$ cat config.mk
export PLATFORM = sky130hd
export DESIGN_NAME = sram_req_ctrl
export DESIGN_NICKNAME = d
export VERILOG_FILES = /design/src/rtl/sram_req_ctrl.sv
export SDC_FILE = /design/constraint.sdc
export NUM_CORES = 1
export LEC_CHECK = 0
export CAP_MARGIN = 0
export CORE_UTILIZATION = 53
export DETAILED_ROUTE_END_ITERATION = 8
export PLACE_DENSITY = 0.78
export SLEW_MARGIN = 10
export SYNTH_ARGS = -nofsm -noshare
export SYNTH_HDL_FRONTEND = slang
export SYNTH_SLANG_ARGS = --single-unit
$ cat constraint.sdc
create_clock -name clk0 -period 2.63 [get_ports clk0]
set_input_delay 0.3945 -clock clk0 [delete_from_list [all_inputs] [get_ports clk0]]
set_output_delay 0.3945 -clock clk0 [all_outputs]
set_load 0.01 [all_outputs]
$ cat src/rtl/sram_req_ctrl.sv
// sram_req_ctrl
//   Front-end controller for a single-port OpenRAM SRAM macro. It fills the
//   whole array with INIT_VALUE after reset, then turns a valid/ready request
//   stream into registered, active-low macro port cycles. Read data is
//   captured into a response FIFO that is credit-protected, so it can never
//   overflow.
//
// Handshakes (both streams): a transfer happens at the posedge where valid
// and ready are both high. The producer holds valid and its payload until
// that edge. req_ready is a function of registered state only, so it never
// depends combinationally on req_valid.
//
// Ports
//   clk0, rst0            clock shared with the macro; async active-high reset
//   req_valid/req_ready   request handshake
//   req_we                1 = write, 0 = read
//   req_addr, req_wdata   word address and write data
//   rsp_valid/rsp_ready   response handshake
//   rsp_rdata             read data in request order (registered head entry)
//   init_done             fill complete, stays high until reset
//   csb0, web0            macro chip select / write enable, active low
//   ADDR0, DIN0, DOUT0    macro address, write data, read data
module sram_req_ctrl #(
  parameter int DATA_WIDTH = 2,
  parameter int ADDR_WIDTH = 4,
  parameter int RSP_DEPTH  = 4,
  parameter int INIT_EN    = 1,
  parameter logic [DATA_WIDTH-1:0] INIT_VALUE = '0
) (
  input  logic                  clk0,
  input  logic                  rst0,
  input  logic                  req_valid,
  output logic                  req_ready,
  input  logic                  req_we,
  input  logic [ADDR_WIDTH-1:0] req_addr,
  input  logic [DATA_WIDTH-1:0] req_wdata,
  output logic                  rsp_valid,
  input  logic                  rsp_ready,
  output logic [DATA_WIDTH-1:0] rsp_rdata,
  output logic                  init_done,
  output logic                  csb0,
  output logic                  web0,
  output logic [ADDR_WIDTH-1:0] ADDR0,
  output logic [DATA_WIDTH-1:0] DIN0,
  input  logic [DATA_WIDTH-1:0] DOUT0
);

  localparam int PW = $clog2(RSP_DEPTH);
  localparam int CW = PW + 1;
  localparam logic [CW:0] DEPTH_C = (CW+1)'(RSP_DEPTH);
  localparam bit DO_FILL = (INIT_EN != 0);

  typedef enum logic {ST_INIT, ST_RUN} state_t;
  state_t state, state_next;

  logic [ADDR_WIDTH-1:0] fill_cnt;
  logic                  fill_last_issued;  // final fill write already registered
  logic [1:0]            rd_pipe;           // [0]: issued last edge, [1]: macro read this cycle

  logic [DATA_WIDTH-1:0] fifo_mem [RSP_DEPTH];
  logic [PW-1:0]         wr_ptr, rd_ptr, rd_ptr_next;
  logic [CW-1:0]         rsp_count, count_next;
  logic [CW:0]           credit_used;

  logic accept, rd_accept, push, pop;

  // Credits cover FIFO occupancy plus reads still travelling through the
  // macro; all terms are registered, so a pop frees its credit one cycle later.
  assign credit_used = {1'b0, rsp_count} + {{CW{1'b0}}, rd_pipe[0]} + {{CW{1'b0}}, rd_pipe[1]};
  assign req_ready   = (state == ST_RUN) && (credit_used < DEPTH_C);
  assign accept      = req_valid && req_ready;
  assign rd_accept   = accept && !req_we;
  assign push        = rd_pipe[1];
  assign rsp_valid   = (rsp_count != '0);
  assign pop         = rsp_valid && rsp_ready;

  // State register
  always_ff @(posedge clk0 or posedge rst0) begin
    if (rst0) state <= ST_INIT;
    else      state <= state_next;
  end

  // Next state
  always_comb begin
    state_next = state;
    case (state)
      ST_INIT: if (!DO_FILL || fill_last_issued) state_next = ST_RUN;
      ST_RUN:  state_next = ST_RUN;
      default: state_next = ST_INIT;
    endcase
  end

  // Macro port, fill counter and read-capture pipeline
  always_ff @(posedge clk0 or posedge rst0) begin
    if (rst0) begin
      csb0             <= 1'b1;
      web0             <= 1'b1;
      ADDR0            <= '0;
      DIN0             <= '0;
      init_done        <= 1'b0;
      fill_cnt         <= '0;
      fill_last_issued <= 1'b0;
      rd_pipe          <= '0;
    end else begin
      case (state)
        ST_INIT: begin
          rd_pipe <= '0;
          if (DO_FILL && !fill_last_issued) begin
            csb0  <= 1'b0;
            web0  <= 1'b0;
            ADDR0 <= fill_cnt;
            DIN0  <= INIT_VALUE;
            // The counter parks on the last address instead of wrapping.
            if (fill_cnt == {ADDR_WIDTH{1'b1}}) fill_last_issued <= 1'b1;
            else                                fill_cnt <= fill_cnt + ADDR_WIDTH'(1);
          end else begin
            csb0      <= 1'b1;
            web0      <= 1'b1;
            init_done <= 1'b1;
          end
        end
        default: begin
          rd_pipe <= {rd_pipe[0], rd_accept};
          if (accept) begin
            csb0  <= 1'b0;
            web0  <= !req_we;
            ADDR0 <= req_addr;
            DIN0  <= req_wdata;
          end else begin
            csb0  <= 1'b1;
            web0  <= 1'b1;
          end
        end
      endcase
    end
  end

  // Response FIFO bookkeeping
  always_comb begin
    rd_ptr_next = pop ? rd_ptr + PW'(1) : rd_ptr;
    count_next  = rsp_count;
    if (push && !pop)      count_next = rsp_count + CW'(1);
    else if (!push && pop) count_next = rsp_count - CW'(1);
  end

  always_ff @(posedge clk0) begin
    if (push) fifo_mem[wr_ptr] <= DOUT0;
  end

  always_ff @(posedge clk0 or posedge rst0) begin
    if (rst0) begin
      wr_ptr    <= '0;
      rd_ptr    <= '0;
      rsp_count <= '0;
      rsp_rdata <= '0;
    end else begin
      if (push) wr_ptr <= wr_ptr + PW'(1);
      rd_ptr    <= rd_ptr_next;
      rsp_count <= count_next;
      // The new head is the word being pushed right now when it lands in an
      // otherwise empty FIFO; else it is already in storage. Empty: hold.
      if (push && count_next == CW'(1)) rsp_rdata <= DOUT0;
      else if (count_next != '0)        rsp_rdata <= fifo_mem[rd_ptr_next];
    end
  end

endmodule

==> summary.md, run 1 <==
| Metric | Value |
|---|---|
| Min Hold Slack | 0.441 ns |
| CTS tree | done |
| Max-Cap Viols | 0 |
| Slew at the pin closest to its max-slew limit | 0.607 ns |
| WP data arrival | 2.03 ns |
| Layout area overhead | 19.9% |
| Sequential element share of the synthesized area | between 40% and 50% |
| Initial antenna violation count | 0 |
| Adder-cell share of the synthesized area | under 10% |
| First-pass GRT wire length | 5.71 mm |
| Setup TNS | 0 ns |
| Final non-filler cell total | 239 |
| Fin crit period | 2.42 ns |
| Synth warn | 0 |
| Fillers | 242 |
| Clock sinks | 34 |
| Post-DP Area | 2090 sq um |
| IR drop worst, VDD | 0.527 mV |
| Initial core utilization | 57.4% |
| Remaining Overflow, GRT | 0 |
| Final setup violating endpoints | 0 |
| Routed wire length per instance | 14.8 um |
| Worst Path Class, Setup | flip-flop to output port |
| Later-pin clock latency in the skew report | 0.34 ns |
| Synthesized net count | 188 |
| Status | finished clean |
| Post-DR vias/cell | 5.66 |
| Leak Pwr | 0.921 nW |
| Fin crit share | 92.2% |
| Max Fanout on Critical Path | 8 |
| Unrepaired setup endpoints after global routing | no |
| Via count | 1352 |
| Final ANT Viol Nets | 0 |
| IO Port Bufs | 25 |
| FF/Latch Area | between 800 and 900 sq um |
| Mean Syn Cell Area | between 10 and 15 sq um |
| Max-slew violation count | 0 |
| Power Total | 2.07 mW |
| Total I/O pin count | 26 |
| GRT Resource Usage Total | 22.5% |
| Final hold vios | 0 |
| Main synth FF type | dfrtp_1 |
| Setup Skew | 0.0120 ns |
| H-tree depth | 2 |
| Number of enable flip-flop cells after synthesis | 8 |
| CTS root buf | clkbuf_4 |
| Share of cells above drive strength 1 | 13.3% |
| Crit start category | flip-flop |
| GPL Wtd Cong | between 0.9 and 1 |
| DRT Pass-1 Iters | 4 |
| Post-DP HPWL | 2.59 mm |
| Clock transition at path regs | 0.10 ns |
| Final #Nets | ~220 |
| Worst slew margin | 59.5% |
| Compound-cell area share of the yosys netlist | between 15 and 20% |
| Core ar. | 3130 sq um |
| Die area | around 3600 sq um |
| Design area | approximately 2200 sq um |
| Synth async-reset ratio | 76.5% |
| Distinct cells, synth | 50 |
| FMAX | a little over 400 MHz |
| Cell count after synthesis | 166 |
| Synth Area in XOR/XNOR | 2.93% |
| Die Width | 60.2 um |
| WL final | 3.53 mm |
| Vias in the first global route | 1284 |
| Area occupied by multi-input gates | 806 sq um |
| DRC Markers | 0 |
| Tightest Hold Check Type | primary input to async pin |
| Critical Path RT | 2.24 ns |
| Largest net degree at the start of global routing | 19 |
| Mux share of post-synthesis cell area | 3.42% |
| Yosys reg bits | 34 |
| Worst-case clock buffer depth | 2 |
| DP Cell Count | 231 |
| Diode count | 0 |
| Core Util, Final | 68.8% |
| Worst setup margin | 0.205 ns |
| PwrDens | 964 nW/um^2 |
| Worst setup EP type | output port |
| Synthesized area | 1790 sq um |
| Post-CTS Setup Inserts | 0 |
| Main combinational cell family by area after synthesis | compound AO/OA/AOI/OAI gates |
| Rows | 20 |
| Initial DRC Count | 73 |
| CTS Buf Count | 5 |
| Worst slack, placed | 0.251 ns |
| Post-Synth Simple-Gate Area | 13.7% |
| Die Y | 60.2 um |
worst max-delay path, cell delays in order, from the launching register on:
cell             delay [ns]
dfrtp_1                0.40
inv_1                  0.11
ha_1                   0.19
nor2b_2                0.35
inv_2                  0.13
clkdlybuf4s50_1        0.51
cells by family after synthesis:
kind of cell / after synthesis
and+or+nand+nor: 44
adders and majority gates: 10
DFF: 34
AOI/OAI and AO/OA: 43
xor gates and xnor gates: 6
muxes: 6
buffers and inverters: 23
report_power, final:
| part | switching (mW) | internal (mW) | leakage [nW] | total, mW |
|---|---|---|---|---|
| registers | 0.123 | 0.682 | 0.362 | 0.805 |
| logic | 0.483 | 0.490 | 0.524 | 0.973 |
| clock network | 0.166 | 0.129 | 0.0353 | 0.296 |
| total | 0.771 | 1.30 | 0.921 | 2.07 |
cells in the mapped netlist (all sizes together), types with 2 or more instances:
cell type | number | area [sq um]
inv | 15 | 56.3
buf | 4 | 26.3
o21ai | 9 | 48.8
nor4 | 3 | 18.8
nor3 | 2 | 10.0
o22ai | 3 | 18.8
edfxtp | 8 | 240
a211oi | 4 | 35.0
and2 | 5 | 31.3
a22o | 3 | 26.3
nand2 | 11 | 41.3
ha | 9 | 113
xor2 | 2 | 17.5
a31oi | 2 | 12.5
dfstp | 2 | 52.6
a21oi | 10 | 50.1
mux2i | 5 | 50.1
dfrtp | 24 | 601
o311a | 2 | 20.0
nor2 | 7 | 28.8
clkbuf | 4 | 15.0
o221ai | 2 | 30.0
xnor2 | 4 | 35.0
nand2b | 2 | 12.5
and3b | 2 | 17.5
nor2b | 3 | 18.8
a21o | 2 | 15.0
cells in the final DEF (no fill, tap or decap), types with 2 or more instances in the layout:
| cell type | n |
|---|---|
| clkdlybuf4s50_1 | 25 |
| dfrtp_1 | 24 |
| inv_1 | 13 |
| nand2_1 | 11 |
| a21oi_1 | 10 |
| ha_1 | 9 |
| edfxtp_1 | 8 |
| nor2_1 | 6 |
| mux2i_1 | 5 |
| o21ai_1 | 5 |
| and2_1 | 5 |
| clkbuf_4 | 5 |
| xnor2_1 | 4 |
| buf_4 | 4 |
| a211oi_1 | 3 |
| o21ai_0 | 3 |
| o22ai_1 | 3 |
| nor4_1 | 3 |
| a22o_1 | 3 |
| a31oi_1 | 2 |
| xor2_1 | 2 |
| a21o_1 | 2 |
| nand2b_1 | 2 |
| inv_2 | 2 |
| and3b_1 | 2 |
| nor2b_1 | 2 |
| o221ai_2 | 2 |
| nor3_1 | 2 |
| o311a_1 | 2 |
| dfstp_2 | 2 |
flip-flops by register name (all words and copies together), names as in the netlist:
signal and count:
fill_cnt 4, state 1, init_done 1, ADDR0 4, rsp_count 3, rsp_rdata 2
rd_ptr 2, fifo_mem 8, fill_last_issued 1, web0 1, DIN0 2, rd_pipe 2
csb0 1, wr_ptr 2
layout make-up:
| class | count | area share, % |
|---|---|---|
| tap | 44 | 2.56 |
| clock inverter | 1 | 0.233 |
| inverter | 15 | 2.62 |
| sequential | 34 | 41.5 |
| timing repair buffer | 29 | 13.0 |
| clock buffer | 7 | 2.56 |
| multi-input combinational | 109 | 37.5 |
final timing paths:
check,cells after the start,end,startpoint,slack [ns]
setup reg to reg,8,rsp_rdata[1]$_DFFE_PP0P_,rsp_count[1]$_DFF_PP0_,0.47
max in group asynchronous,3,csb0$_DFF_PP1_,rst0,1.52
min in group clk0,1,init_done$_DFFE_PP0P_,init_done$_DFFE_PP0P_,0.47
setup / recovery,5,rsp_valid,rsp_count[1]$_DFF_PP0_,0.21
hold reg to reg,1,init_done$_DFFE_PP0P_,init_done$_DFFE_PP0P_,0.47
hold / removal,2,rsp_rdata[0]$_DFFE_PP0P_,rst0,0.44
repair_timing:
| item | 4_1_cts | 5_1_grt |
|---|---|---|
| endpoints found under the setup margin | 1 | 0 |
| gates resized for setup | 1 | 0 |
| hold buffers | 0 | 0 |
routing by layer:
| layer | wire [um] | up-vias | share of wire [%] | track usage [%] |
|---|---|---|---|---|
| li1 | - | 652 | - | - |
| met1 | 1550 | 654 | 44 | 29.7 |
| met2 | 1750 | 39 | 50 | 33.4 |
| met3 | 159 | 7 | 4.5 | 6.93 |
| met4 | 66 | 0 | 1.9 | 10.6 |
| met5 | 0 | - | 0 | 0 |
(Power assumes the default switching activity.)
==> run 2: changes to the inputs <==
==> constraint.sdc (replaced) <==
create_clock -name clk0 -period 2.63 [get_ports clk0]
set_input_delay 0.526 -clock clk0 [delete_from_list [all_inputs] [get_ports clk0]]
set_output_delay 0.526 -clock clk0 [all_outputs]
set_load 0.01 [all_outputs]
==> summary.md, run 2 (synthesized netlist as in run 1, its figures left out) <==
| Metric | Value |
|---|---|
| Status | finished clean |
| CTS tree | done |
| Later-pin clock latency in the skew report | 0.34 ns |
| Diode count | 0 |
| Routed wire length per instance | approximately 14 um |
| Setup TNS | 0 ns |
| GRT Resource Usage Total | about a fifth |
| WL final | about 3.4 mm |
| Unrepaired setup endpoints after global routing | no |
| Clock transition at path regs | about 0.10 ns |
| Initial antenna violation count | 0 |
| Die Width | between 60 and 70 um |
| Core ar. | 3130 sq um |
| Post_cts resized | 0 |
| Leak Pwr | 0.922 nW |
| Fin crit period | 2.50 ns |
| Critical Path RT | between 2 and 2.5 ns |
| Crit start category | flip-flop |
| DRT Pass-1 Iters | 4 |
| Worst setup margin | roughly 0.13 ns |
| PwrDens | around 950 nW/um^2 |
| Total I/O pin count | 26 |
| Design area | about 2200 sq um |
| Initial DRC Count | around 100 |
| Slew at the pin closest to its max-slew limit | 0.648 ns |
| Fillers | 243 |
| CTS hold repair buffers | 0 |
| Final hold vios | 0 |
| Final ANT Viol Nets | 0 |
| Worst path max stage delay | approximately 0.55 ns |
| Largest Register | fifo_mem |
| DRC Markers | 0 |
| Post-DP HPWL | 2.49 mm |
| GPL Wtd Cong | 0.817 |
| Power Total | 2.05 mW |
| Worst Path Class, Setup | flip-flop to output port |
| Worst-case clock buffer depth | 2 |
| Worst setup EP type | output port |
| Share of cells above drive strength 1 | 14.4% |
| First-pass GRT wire length | 5.54 mm |
| Vias in the first global route | 1274 |
| Max Fanout on Critical Path | 9 |
| Most common cell after layout, fill and taps aside | clkdlybuf4s50_1 |
| Fin crit share | 95.0% |
| Clock sinks | 34 |
| Worst slew margin | between 50 and 60% |
| IO Port Bufs | 25 |
| Max-Cap Viols | 0 |
| Via count | 1375 |
| Post-DR vias/cell | 5.75 |
| Max-slew violation count | 0 |
| Final #Nets | 216 |
| Die Y | 60.2 um |
| H-tree depth | 2 |
| Final setup violating endpoints | 0 |
| CTS root buf | clkbuf_4 |
| Rows | 20 |
| Layout area overhead | 20.0% |
| FMAX | 400 MHz |
| Tightest Hold Check Type | flip-flop to flip-flop |
| Die area | 3620 sq um |
| Remaining Overflow, GRT | 0 |
| Post-CTS Setup Inserts | 0 |
| Max reg flops | 8 |
| Cell breakdown of the critical path | inv_1 > ha_1 > nor2b_1 > inv_2 > clkdlybuf4s50_1 |
| CTS Buf Count | 5 |
| Initial core utilization | 57.4% |
| Largest regs | fifo_mem: 8 flops, ADDR0: 4 flops, fill_cnt: 4 flops |
| WP data arrival | between 1.5 and 2 ns |
| Core Util, Final | between 60% and 70% |
| Setup Skew | 0.00949 ns |
| Worst slack, placed | 0.301 ns |
| IR drop worst, VDD | 0.457 mV |
| Post-DP Area | 2090 sq um |
| Largest net degree at the start of global routing | 27 |
| Most frequent cells in the layout | clkdlybuf4s50_1 (25), dfrtp_1 (22), inv_1 (13) |
| Slowest CP cell | clkdlybuf4s50_1 |
==> run 2: critical path, delay by kind of cell, from the launching register on <==
kind,cells,cell delay (ns)
buf+inv,3,0.79
flops,1,0.46
fa+ha+maj,1,0.23
simple gates,1,0.16
==> run 2: worst paths after layout <==
kind                                             start                       end  slack [ns]  depth (start not counted)
max in group asynchronous                         rst0            web0$_DFF_PP1_        1.81                          3
worst max-delay path            rsp_count[0]$_DFF_PP0_                 rsp_valid        0.13                          5
worst min register to register   init_done$_DFFE_PP0P_     init_done$_DFFE_PP0P_        0.47                          1
worst max register to register  rsp_count[0]$_DFF_PP0_  rsp_rdata[1]$_DFFE_PP0P_        0.49                          8
min in group asynchronous                         rst0     init_done$_DFFE_PP0P_        0.53                          3
worst min-delay path             init_done$_DFFE_PP0P_     init_done$_DFFE_PP0P_        0.47                          1
==> run 2: area by class of cell <==
type	count	area, sq um	area share (%)
flip-flops and latches	34	896	41.6
multi-input cells	109	803	37.3
repair buffers	29	280	13.0
inverters	15	56.3	2.61
well taps	44	55.1	2.56
clock buffers	6	51.3	2.38
clock inverters	2	11.3	0.523
==> run 2: routing by layer <==
metal	global-route usage [%]	wire length, um	part of all wire (%)	vias up
met5	0	0	0	-
met4	10.6	76	2.3	0
met3	8.01	178	5.3	10
met2	31.7	1620	48	47
met1	26.8	1490	44	667
li1	-	-	-	651
==> run 2: metrics by stage <==
| stage | hold slack [ns] | std cells |
|---|---|---|
| floorplan | 0.459 | 166 |
| global placement | 0.444 | 231 |
| detailed placement | 0.454 | 231 |
| CTS | 0.484 | 239 |
| global route | 0.501 | 239 |
| finish | 0.473 | 239 |
==> run 2: report_power, final <==
| part | leakage [nW] | total, mW | internal [mW] | switching, mW |
|---|---|---|---|---|
| clock network | 0.0386 | 0.303 | 0.129 | 0.174 |
| logic | 0.523 | 0.918 | 0.474 | 0.444 |
| registers | 0.360 | 0.834 | 0.685 | 0.149 |
